<file path="src/rtl/one_wire_seq_ctrl.sv">
// one_wire_seq_ctrl: runs reset/presence, Skip ROM, function byte, payload writes and reads as one 1-Wire transaction
module one_wire_seq_ctrl #(
  parameter logic [7:0] SKIP_ROM = 8'hCC,
  parameter int         CNT_W    = 4,
  parameter int         TMO_CYC  = 2000000
) (
  input  logic             clk,
  input  logic             rst,
  input  logic             cmd_start,
  input  logic [7:0]       cmd_fn,
  input  logic [CNT_W-1:0] cmd_wr_cnt,
  input  logic [CNT_W-1:0] cmd_rd_cnt,
  output logic             cmd_ready,
  input  logic [7:0]       wr_data,
  input  logic             wr_valid,
  output logic             wr_ready,
  output logic [7:0]       rd_data,
  output logic             rd_valid,
  output logic             seq_done,
  output logic             seq_err,
  output logic [1:0]       err_code,
  output logic [1:0]       ow_op,
  output logic [7:0]       ow_tx_byte,
  output logic             ow_start,
  input  logic             ow_done,
  input  logic             ow_presence,
  input  logic [7:0]       ow_rx_byte
);
  localparam int TMO_W = (TMO_CYC > 2) ? $clog2(TMO_CYC) : 1;

  typedef enum logic [3:0] {
    IDLE, RST_REQ, RST_WAIT, ROM_REQ, ROM_WAIT, FN_REQ, FN_WAIT,
    WR_REQ, WR_WAIT, RD_REQ, RD_WAIT, FINISH, FAIL
  } state_t;

  state_t           r_state, w_nxt, w_rd_phase;
  logic [7:0]       r_fn, r_ow_tx_byte, r_rd_data;
  logic [CNT_W-1:0] r_wr_cnt, r_rd_cnt;
  logic [TMO_W-1:0] r_tmo;
  logic [1:0]       r_ow_op, r_err;
  logic             r_ow_start, r_rd_valid;
  logic             w_wait, w_issue, w_tmo_hit;

  assign w_wait     = r_state inside {RST_WAIT, ROM_WAIT, FN_WAIT, WR_WAIT, RD_WAIT};
  assign w_issue    = (r_state inside {RST_REQ, ROM_REQ, FN_REQ, RD_REQ}) || (r_state == WR_REQ && wr_valid);
  assign w_tmo_hit  = w_wait && (r_tmo == TMO_W'(TMO_CYC - 1));
  assign w_rd_phase = (r_rd_cnt != '0) ? RD_REQ : FINISH;

  assign cmd_ready  = (r_state == IDLE);
  assign wr_ready   = (r_state == WR_REQ);
  assign seq_done   = (r_state == FINISH);
  assign seq_err    = (r_state == FAIL);
  assign rd_data    = r_rd_data;
  assign rd_valid   = r_rd_valid;
  assign err_code   = r_err;
  assign ow_op      = r_ow_op;
  assign ow_tx_byte = r_ow_tx_byte;
  assign ow_start   = r_ow_start;

  // state register
  always_ff @(posedge clk or posedge rst) begin
    if (rst) r_state <= IDLE;
    else     r_state <= w_nxt;
  end

  // next state: ow_done beats the timeout when both land on the same cycle
  always_comb begin
    w_nxt = r_state;
    case (r_state)
      IDLE:     w_nxt = cmd_start ? RST_REQ : IDLE;
      RST_REQ:  w_nxt = RST_WAIT;
      RST_WAIT: w_nxt = ow_done ? (ow_presence ? ROM_REQ : FAIL) : w_tmo_hit ? FAIL : RST_WAIT;
      ROM_REQ:  w_nxt = ROM_WAIT;
      ROM_WAIT: w_nxt = ow_done ? FN_REQ : w_tmo_hit ? FAIL : ROM_WAIT;
      FN_REQ:   w_nxt = FN_WAIT;
      FN_WAIT:  w_nxt = ow_done ? ((r_wr_cnt != '0) ? WR_REQ : w_rd_phase) : w_tmo_hit ? FAIL : FN_WAIT;
      WR_REQ:   w_nxt = wr_valid ? WR_WAIT : WR_REQ;
      WR_WAIT:  w_nxt = ow_done ? ((r_wr_cnt != CNT_W'(1)) ? WR_REQ : w_rd_phase) : w_tmo_hit ? FAIL : WR_WAIT;
      RD_REQ:   w_nxt = RD_WAIT;
      RD_WAIT:  w_nxt = ow_done ? ((r_rd_cnt != CNT_W'(1)) ? RD_REQ : FINISH) : w_tmo_hit ? FAIL : RD_WAIT;
      default:  w_nxt = IDLE;
    endcase
  end

  // command latch, transceiver request registers, byte counters, timeout and error capture
  always_ff @(posedge clk or posedge rst) begin
    if (rst) begin
      r_fn         <= '0;
      r_wr_cnt     <= '0;
      r_rd_cnt     <= '0;
      r_err        <= '0;
      r_ow_start   <= 1'b0;
      r_ow_op      <= '0;
      r_ow_tx_byte <= '0;
      r_tmo        <= '0;
      r_rd_data    <= '0;
      r_rd_valid   <= 1'b0;
    end else begin
      r_ow_start <= 1'b0;
      r_rd_valid <= 1'b0;
      if (r_state == IDLE && cmd_start) begin
        r_fn     <= cmd_fn;
        r_wr_cnt <= cmd_wr_cnt;
        r_rd_cnt <= cmd_rd_cnt;
        r_err    <= '0;
      end
      if (w_issue) begin
        r_ow_start   <= 1'b1;
        r_tmo        <= '0;
        r_ow_op      <= (r_state == RST_REQ) ? 2'b00 : (r_state == RD_REQ) ? 2'b10 : 2'b01;
        r_ow_tx_byte <= (r_state == ROM_REQ) ? SKIP_ROM : (r_state == FN_REQ) ? r_fn :
                        (r_state == WR_REQ) ? wr_data : r_ow_tx_byte;
      end else if (w_wait) begin
        r_tmo <= r_tmo + 1'b1;
      end
      if (w_wait && ow_done) begin
        if (r_state == WR_WAIT) r_wr_cnt <= r_wr_cnt - 1'b1;
        if (r_state == RD_WAIT) begin
          r_rd_cnt   <= r_rd_cnt - 1'b1;
          r_rd_data  <= ow_rx_byte;
          r_rd_valid <= 1'b1;
        end
        if (r_state == RST_WAIT && !ow_presence) r_err <= 2'b01;
      end else if (w_tmo_hit) begin
        r_err <= 2'b10;
      end
    end
  end
endmodule

</file>
<file path="config.mk">
export PLATFORM = sky130hd
export DESIGN_NAME = one_wire_seq_ctrl
export DESIGN_NICKNAME = d
export VERILOG_FILES = /design/src/rtl/one_wire_seq_ctrl.sv
export SDC_FILE = /design/constraint.sdc
export NUM_CORES = 1
export LEC_CHECK = 0
export CAP_MARGIN = 0
export CORE_MARGIN = 3
export CORE_UTILIZATION = 46
export CTS_CLUSTER_DIAMETER = 150
export DETAILED_ROUTE_END_ITERATION = 6
export PLACE_DENSITY = 0.76
export SYNTH_ARGS = -nofsm -noshare
export SYNTH_HDL_FRONTEND = slang
export SYNTH_SLANG_ARGS = --single-unit
</file>
<file path="constraint.sdc">
create_clock -name clk -period 2.2 [get_ports clk]
set_clock_uncertainty 0.05 [all_clocks]
set_input_delay 0.55 -clock clk [delete_from_list [all_inputs] [get_ports clk]]
set_output_delay 0.55 -clock clk [all_outputs]
set_load 0.02 [all_outputs]
</file>
Yosys cells after proc, flatten, opt, wreduce, memory -nomap -nowiden
Index checks and enable logic that the tools add are counted.
- multiplexer cells: 38
- equality and inequality tests: 15
- add/subtract/negate cells: 3
- reduce and logical (&&, ||, !) cells: 16
- operators by type and width (cell ; number):
    two-way mux 4 bit ; 17
    one-hot mux 4 bit (11 select lines) ; 1
    two-way mux 21 bit ; 2
    two-way mux 8 bit ; 3
    adder 21 x 1 -> 21 bit, second input constant ; 1
    == test 21 bit, second input constant ; 1
    == test 4 bit, second input constant ; 5
    == test 4 x 3 -> 1 bit, second input constant ; 4
    two-way mux 2 bit ; 8
    nonzero test 4 bit ; 3
    two-way mux 3 bit ; 3
    == test 4 x 2 -> 1 bit, second input constant ; 2
    inequality test 4 x 1 -> 1 bit, second input constant ; 2
    subtractor 4 x 1 -> 4 bit, second input constant ; 2
    logical AND 1 bit ; 5
    nonzero test 5 bit ; 1
    == test 4 x 1 -> 1 bit, second input constant ; 1
    zero test 4 bit ; 1
    two-way mux 1 bit ; 4
    AND reduction 2 bit ; 2
    nonzero test 3 bit ; 1
    nonzero test 2 bit ; 1
    zero test 1 bit ; 1
    logical OR 1 bit ; 1
- output and inout port bits: 26
- logic and storage cells: 83
- register bits after elaboration: 63
- input port bits: 38

Logic depth before layout (Yosys ltp)
Gate-level depths: netlist (run 1).
- depth after elaboration: 6
- mapped depth: 7
- mapped depth without buffers: 6

Least setup slack after synthesis (run 1)
No wires, ideal clock.
- kind: register to register
- start point: register r_state[1]
- end point: register r_rd_cnt[3]
- cell stages (with the launch flop): 7
- setup slack: 0.254 ns
- clock period less this slack: 1.946 ns
- setup time: 0.099 ns
- data required time: 2.051 ns
- arrival: 1.797 ns
- buffers on the path: 1
- cell sequence: dfrtp_1 -> buf_2 -> nor4_2 -> nand2_1 -> o21ai_0 -> a21oi_1 -> a311oi_1
- cells in the longest elaborated chain, start to end: 5
- elaborated cells between the ends (all ways): 12
- classes of those cells: 5 x eq/ne; 3 x mux; 4 x reduce/logical
- ends and longest elaborated chain (what ; RTL line ; text):
    from (decl) ; 36 ; state_t r_state, w_nxt, w_rd_phase;
    from (signal assigned) ; 63 ; else r_state <= w_nxt;
    zero test 4 bit * ; n/a ;
    named net cmd_ready ; 13 ; output logic cmd_ready,
    logical AND 1 bit * ; 101 ; if (r_state == IDLE && cmd_start) begin
    two-way mux 4 bit * ; 101 ;
    two-way mux 4 bit ; 118 ; if (r_state == RD_WAIT) begin
    two-way mux 4 bit * ; 116 ; if (w_wait && ow_done) begin
    to (signal assigned) ; 104 ; r_rd_cnt <= cmd_rd_cnt;
    to (signal assigned) ; 119 ; r_rd_cnt <= r_rd_cnt - 1'b1;
    to (decl) ; 38 ; logic [CNT_W-1:0] r_wr_cnt, r_rd_cnt;
Mark *: on every way through the listed nets, which the timed path passes. The rest lies on a longest branch.
A chain may end at the register's enable or synchronous reset.

Worst setup path in the final report (run 1)
- start point: register r_state[3]
- end point: register r_state[1]
- cells in the longest elaborated chain, start to end: 6
- elaborated cells between the ends (all ways): 20
- classes of those cells: 10 x eq/ne; 7 x mux; 3 x reduce/logical
- ends and longest elaborated chain (what ; RTL line ; text):
    == test 4 x 2 -> 1 bit (tied with other cells) ; 44, 69 ;
    nonzero test 5 bit ; 44 ; assign w_wait = r_state inside {RST_WAIT, ROM_WAIT, FN_WAIT, WR_WAIT, RD_WAIT};
    logical AND 1 bit ; 46 ; assign w_tmo_hit = w_wait && (r_tmo == TMO_W'(TMO_CYC - 1));
    two-way mux 3 bit (tied with other cells) (2 in series) ; 80 ; RD_WAIT: w_nxt = ow_done ? ((r_rd_cnt != CNT_W'(1)) ? RD_REQ : FINISH) : w_tmo_hit ? FAIL : RD_WAIT;
    one-hot mux 4 bit (11 select lines) * ; 69 ; case (r_state)
    named net w_nxt[1] ; 36 ;
Marks and branches as above.

==> results, run 1 <==
- In the final layout, the share of cells above drive strength 1 is 15.6%.
- Among all stages on the critical path, the largest delay is contributed by dfrtp_1.
- The achievable clock frequency is 0.475 GHz.
- STA classifies the critical path startpoint as a flip-flop.
- The portion of synthesized area spent on multiplexers is 6.28%.
- The global-route congestion overflow total is 0.
- Clock tree synthesis inserted a total of 9 buffers.
- The capturing element type of the critical path is a flip-flop.
- At the later pin of the worst-skew pair, clock insertion delay measures approximately 350 ps.
- Clock tree synthesis selected as its root buffer the cell clkbuf_8.
- The worst register-to-register path begins at r_state[3]$_DFF_PP0_.
- Sequential elements use 49.4% of the synthesized area.
- The area of the core region is roughly 0.0065 mm².
- The die is just under 90 µm wide.
- The number of nets handed over by synthesis was 380.
- The worst supply voltage drop on vdd is 0.672 mV.
- The fraction of power consumed by the clock network is 20.6%.
- The final hold violation count is 0.
- The most critical setup path has its startpoint at r_state[3]$_DFF_PP0_.
- The simple logic cell fraction of the synthesized area is 23.3%.
- The net count reported at finish is 469.
- The minimum clock period after layout is 2110 ps.
- The data arrival at the endpoint of the critical path is approximately 2300 ps.
- The detail route stage leaves a number of antenna-violating nets equal to 0.
- The placed cell area is between 0.004 and 0.005 mm².
- The number of detailed-route iterations in the first pass is 4.
- After synthesis, the share of flip-flops with an asynchronous set or reset is 100%.
- Among the stages of the critical path, the cell type that occurs most often is buf_4.
- The combinational group share of total power is a little over two fifths.
- Max-cap violations in this run came to 0.
- The peak fanout along the critical path is 9.
- The largest single stage delay on the critical path is around 470 ps.
- The wire length on met3 is 342 µm.
- For this design the total switching power over the nets is 1.85 mW.
- The share of total power dissipated in sequential elements is 36.1%.
- The number of enable flip-flop cells after synthesis is 0.
- The relative slew slack is about 70%.
- The compound-gate portion of the synthesized area is 10.6%.
- The total of fill cells in the finished design is between 500 and 600.
- At the end of routability-driven placement, the weighted congestion stood at just over 0.9.
- The via count of the first global-routing pass came to 2694.
- The worst path uses 95.7% of the clock period.
- The overall routed net length is about 7400 µm.
- The total of hold buffers inserted after clock tree synthesis is 0.
- The analysis attributes to cell leakage a power of 1.92 nW.
- Clock-pin slew was measured on the worst setup and hold paths at 80 ps.
- The final number of max-transition violations came to 0.
- Power spread over the standard cell area amounts to approximately 1100 mW/mm².
- The worst-case clock buffer depth is 2.
- The most used flip-flop cell after synthesis is dfrtp_1.
- Data on the critical path is required at its endpoint by 2400 ps.
- The classification of the worst setup path is flip-flop to flip-flop.
- The adder and majority gate portion of the synthesized area is 2.35%.
- The finished cells cover ~0.0043 mm².
- The count of state elements after synthesis is 63.
- Once the floorplan was initialized, standard cells occupied 48.8% of the core.
- The total number of yosys warnings is 0.
- Setup violations remaining at the end of the flow were counted as 0.
- In this run, distinct cell masters in the synthesized netlist total 47.
- The detailed-placement wirelength estimate is 5470 µm.
- 0 antenna diodes ended up in the layout.
- The internal power contribution is 3.00 mW.
- The violation count after the first detailed-routing iteration is 162.
- The wire length of the first global-routing pass is 12500 µm.
- In the routed design, unresolved DRC markers number 0.
- The signal on the critical path passes through buf_4, or3_1, nand4_1, and3b_2, buf_4, o31ai_1.
- The quantity of I/O buffers inserted on ports is 63.
- For this block, wires on met1 add up to 3400 µm.
- From synthesis to final layout, the design area changed by 34.6%.
- The maximum number of pins on one net before global-route repair is 38.
- After synthesis, the mean cell area works out to 9.49 µm².
- TritonCTS built the clock tree.
- Summing over every cut layer, the via total after detailed routing is between 2000 and 3000.
- The routed length per placed instance is between 10 and 15 µm.
- By area, the combinational part of the netlist is dominated by simple AND/OR/NAND/NOR gates.
- The proportion of total power due to net switching is 38.1%.
- The floorplan has 29 rows.
- Summing the areas of all xor and xnor instances in the mapped netlist gives between 4 and 5% of the synthesized area.
- Counting every instance in the synthesized netlist gives 336.
- The length of routed met2 wiring is 3520 µm.
- Signal routing reaches up to met4.
- The type of the worst min-delay path is input port to async pin.
- At the end of the flow the core is filled with cells to 65.7%.
- The flow ran to the end, and the final reports show no timing, DRC or antenna violations.
- The height of the die is between 80 and 90 µm.
- The number of I/O pins is 64.
- The count of H-tree levels built during CTS is 3.
- In this run the cell area of the synthesized design comes to around 0.0032 mm².
- The clock sink total is 63.
- The initial antenna violation count is 0.
- In the routed layout, each cell is associated on average with a via count of 5.51.
- The total routing resource utilization after global routing is 20.1%.
- The slew of the pin with the lowest slew margin is ~460 ps.
- The floorplan step defined a die boundary enclosing approximately 0.008 mm².
==> flip-flops by register name, indices dropped and copies added, names as in the netlist <==
name / flops
r_tmo: 21
rd_data: 8
err_code: 2
r_fn: 8
ow_tx_byte: 8
r_rd_cnt: 4
r_state: 4
rd_valid: 1
r_wr_cnt: 4
ow_start: 1
ow_op: 2
==> cells by family after synthesis <==
logic type | count (synthesis)
xor gates and xnor gates | 17
adders and majority gates | 6
muxes | 19
DFF | 63
buffers and inverters | 27
and+or+nand+nor | 149
AOI/OAI and AO/OA | 55
==> through the flow <==
stage	TNS, ps	total power, mW	hold slack (ps)	worst slack, ps	cells
floorplan	0	2.96	395	30.3	336
global placement	-486	3.80	409	-102	490
detailed placement	-1070	3.86	413	-138	490
CTS	0	4.87	307	17.3	506
global route	-0.812	5.19	313	-0.812	507
finish	0	4.85	315	94.3	507
==> area by class of cell <==
cell class,instances,area [µm²],area share [%]
repair buffers,94,872,20.3
well taps,77,96.3,2.24
flip-flops and latches,63,1580,36.8
clock inverters,7,73.8,1.72
inverters,11,41.3,0.962
clock buffers,9,124,2.89
multi-input cells,246,1510,35.1
==> layout by cell type (no fill, tap or decap), drive strengths merged, types with 10 or more instances in the layout <==
| cell | count |
|---|---|
| nand2 | 49 |
| o21ai | 17 |
| inv | 11 |
| buf | 31 |
| clkbuf | 10 |
| dfrtp | 63 |
| nand3 | 11 |
| a21oi | 19 |
| mux2i | 11 |
| clkdlybuf4s50 | 59 |
| xnor2 | 10 |
| nor2 | 39 |
==> path summary, 6_finish.rpt <==
check / cells after the start / slack (ps) / to
setup / recovery: 6 / 90 / r_state[1]$_DFF_PP0_
min in group clk: 2 / 430 / r_fn[2]$_DFFE_PP0P_
hold reg to reg: 2 / 430 / r_fn[2]$_DFFE_PP0P_
hold / removal: 2 / 310 / ow_start$_DFF_PP0_
max in group asynchronous: 3 / 1160 / r_state[0]$_DFF_PP0_
setup reg to reg: 6 / 90 / r_state[1]$_DFF_PP0_
==> synthesized netlist by cell type, types with 2 or more instances <==
| master | n | area, µm² |
|---|---|---|
| a21oi_1 | 18 | 90.1 |
| a22oi_1 | 2 | 15.0 |
| a311oi_1 | 2 | 17.5 |
| a31oi_1 | 5 | 31.3 |
| and3_1 | 6 | 37.5 |
| and4_1 | 3 | 26.3 |
| buf_2 | 6 | 30.0 |
| clkbuf_1 | 8 | 30.0 |
| dfrtp_1 | 63 | 1580 |
| ha_1 | 6 | 75.1 |
| inv_1 | 11 | 41.3 |
| mux2_2 | 8 | 90.1 |
| mux2i_1 | 11 | 110 |
| nand2_1 | 49 | 184 |
| nand2b_1 | 7 | 43.8 |
| nand3_1 | 11 | 55.1 |
| nand4_1 | 5 | 31.3 |
| nor2_1 | 38 | 143 |
| nor3_1 | 7 | 35.0 |
| nor4_1 | 4 | 25.0 |
| o21ai_0 | 17 | 85.1 |
| o31ai_1 | 2 | 15.0 |
| or3_1 | 6 | 37.5 |
| or4b_1 | 3 | 30.0 |
| xnor2_1 | 10 | 87.6 |
| xor2_1 | 7 | 61.3 |
==> power by group through the flow <==
stage	sequential [mW]	combinational [mW]	clock [mW]
after global placement	1.75	2.05	0
final	1.75	2.10	0.999
after floorplan	1.88	1.08	0
after CTS	1.75	2.10	1.02
after global routing	1.80	2.32	1.06
after detailed placement	1.77	2.09	0
==> what timing repair did <==
action,CTS,global route
endpoints found under the setup margin,4,4
resized for setup,9,4
setup buffers,0,1
pin swaps,0,1
==> per-layer routing <==
layer | vias to the layer above | track usage, %
met2 | 67 | 31.7
met5 | - | 0
li1 | 1344 | -
met1 | 1371 | 27.3
met3 | 10 | 3.87
met4 | 0 | 8.25
==> worst max-delay path: cells and delay by family (launching register included) <==
kind	cells	cell delay [ps]
flip-flops	1	470
AO/OA/AOI/OAI	1	260
buffers and inverters	2	350
AND/OR/NAND/NOR	3	880
No activity file was read; power rests on OpenSTA's default activity.
==> run 2: changes to the inputs <==
CAP_MARGIN = not set   (was 0)
==> results of run 2 <==
The final DEF is identical to that of run 1; final timing and power are the same.
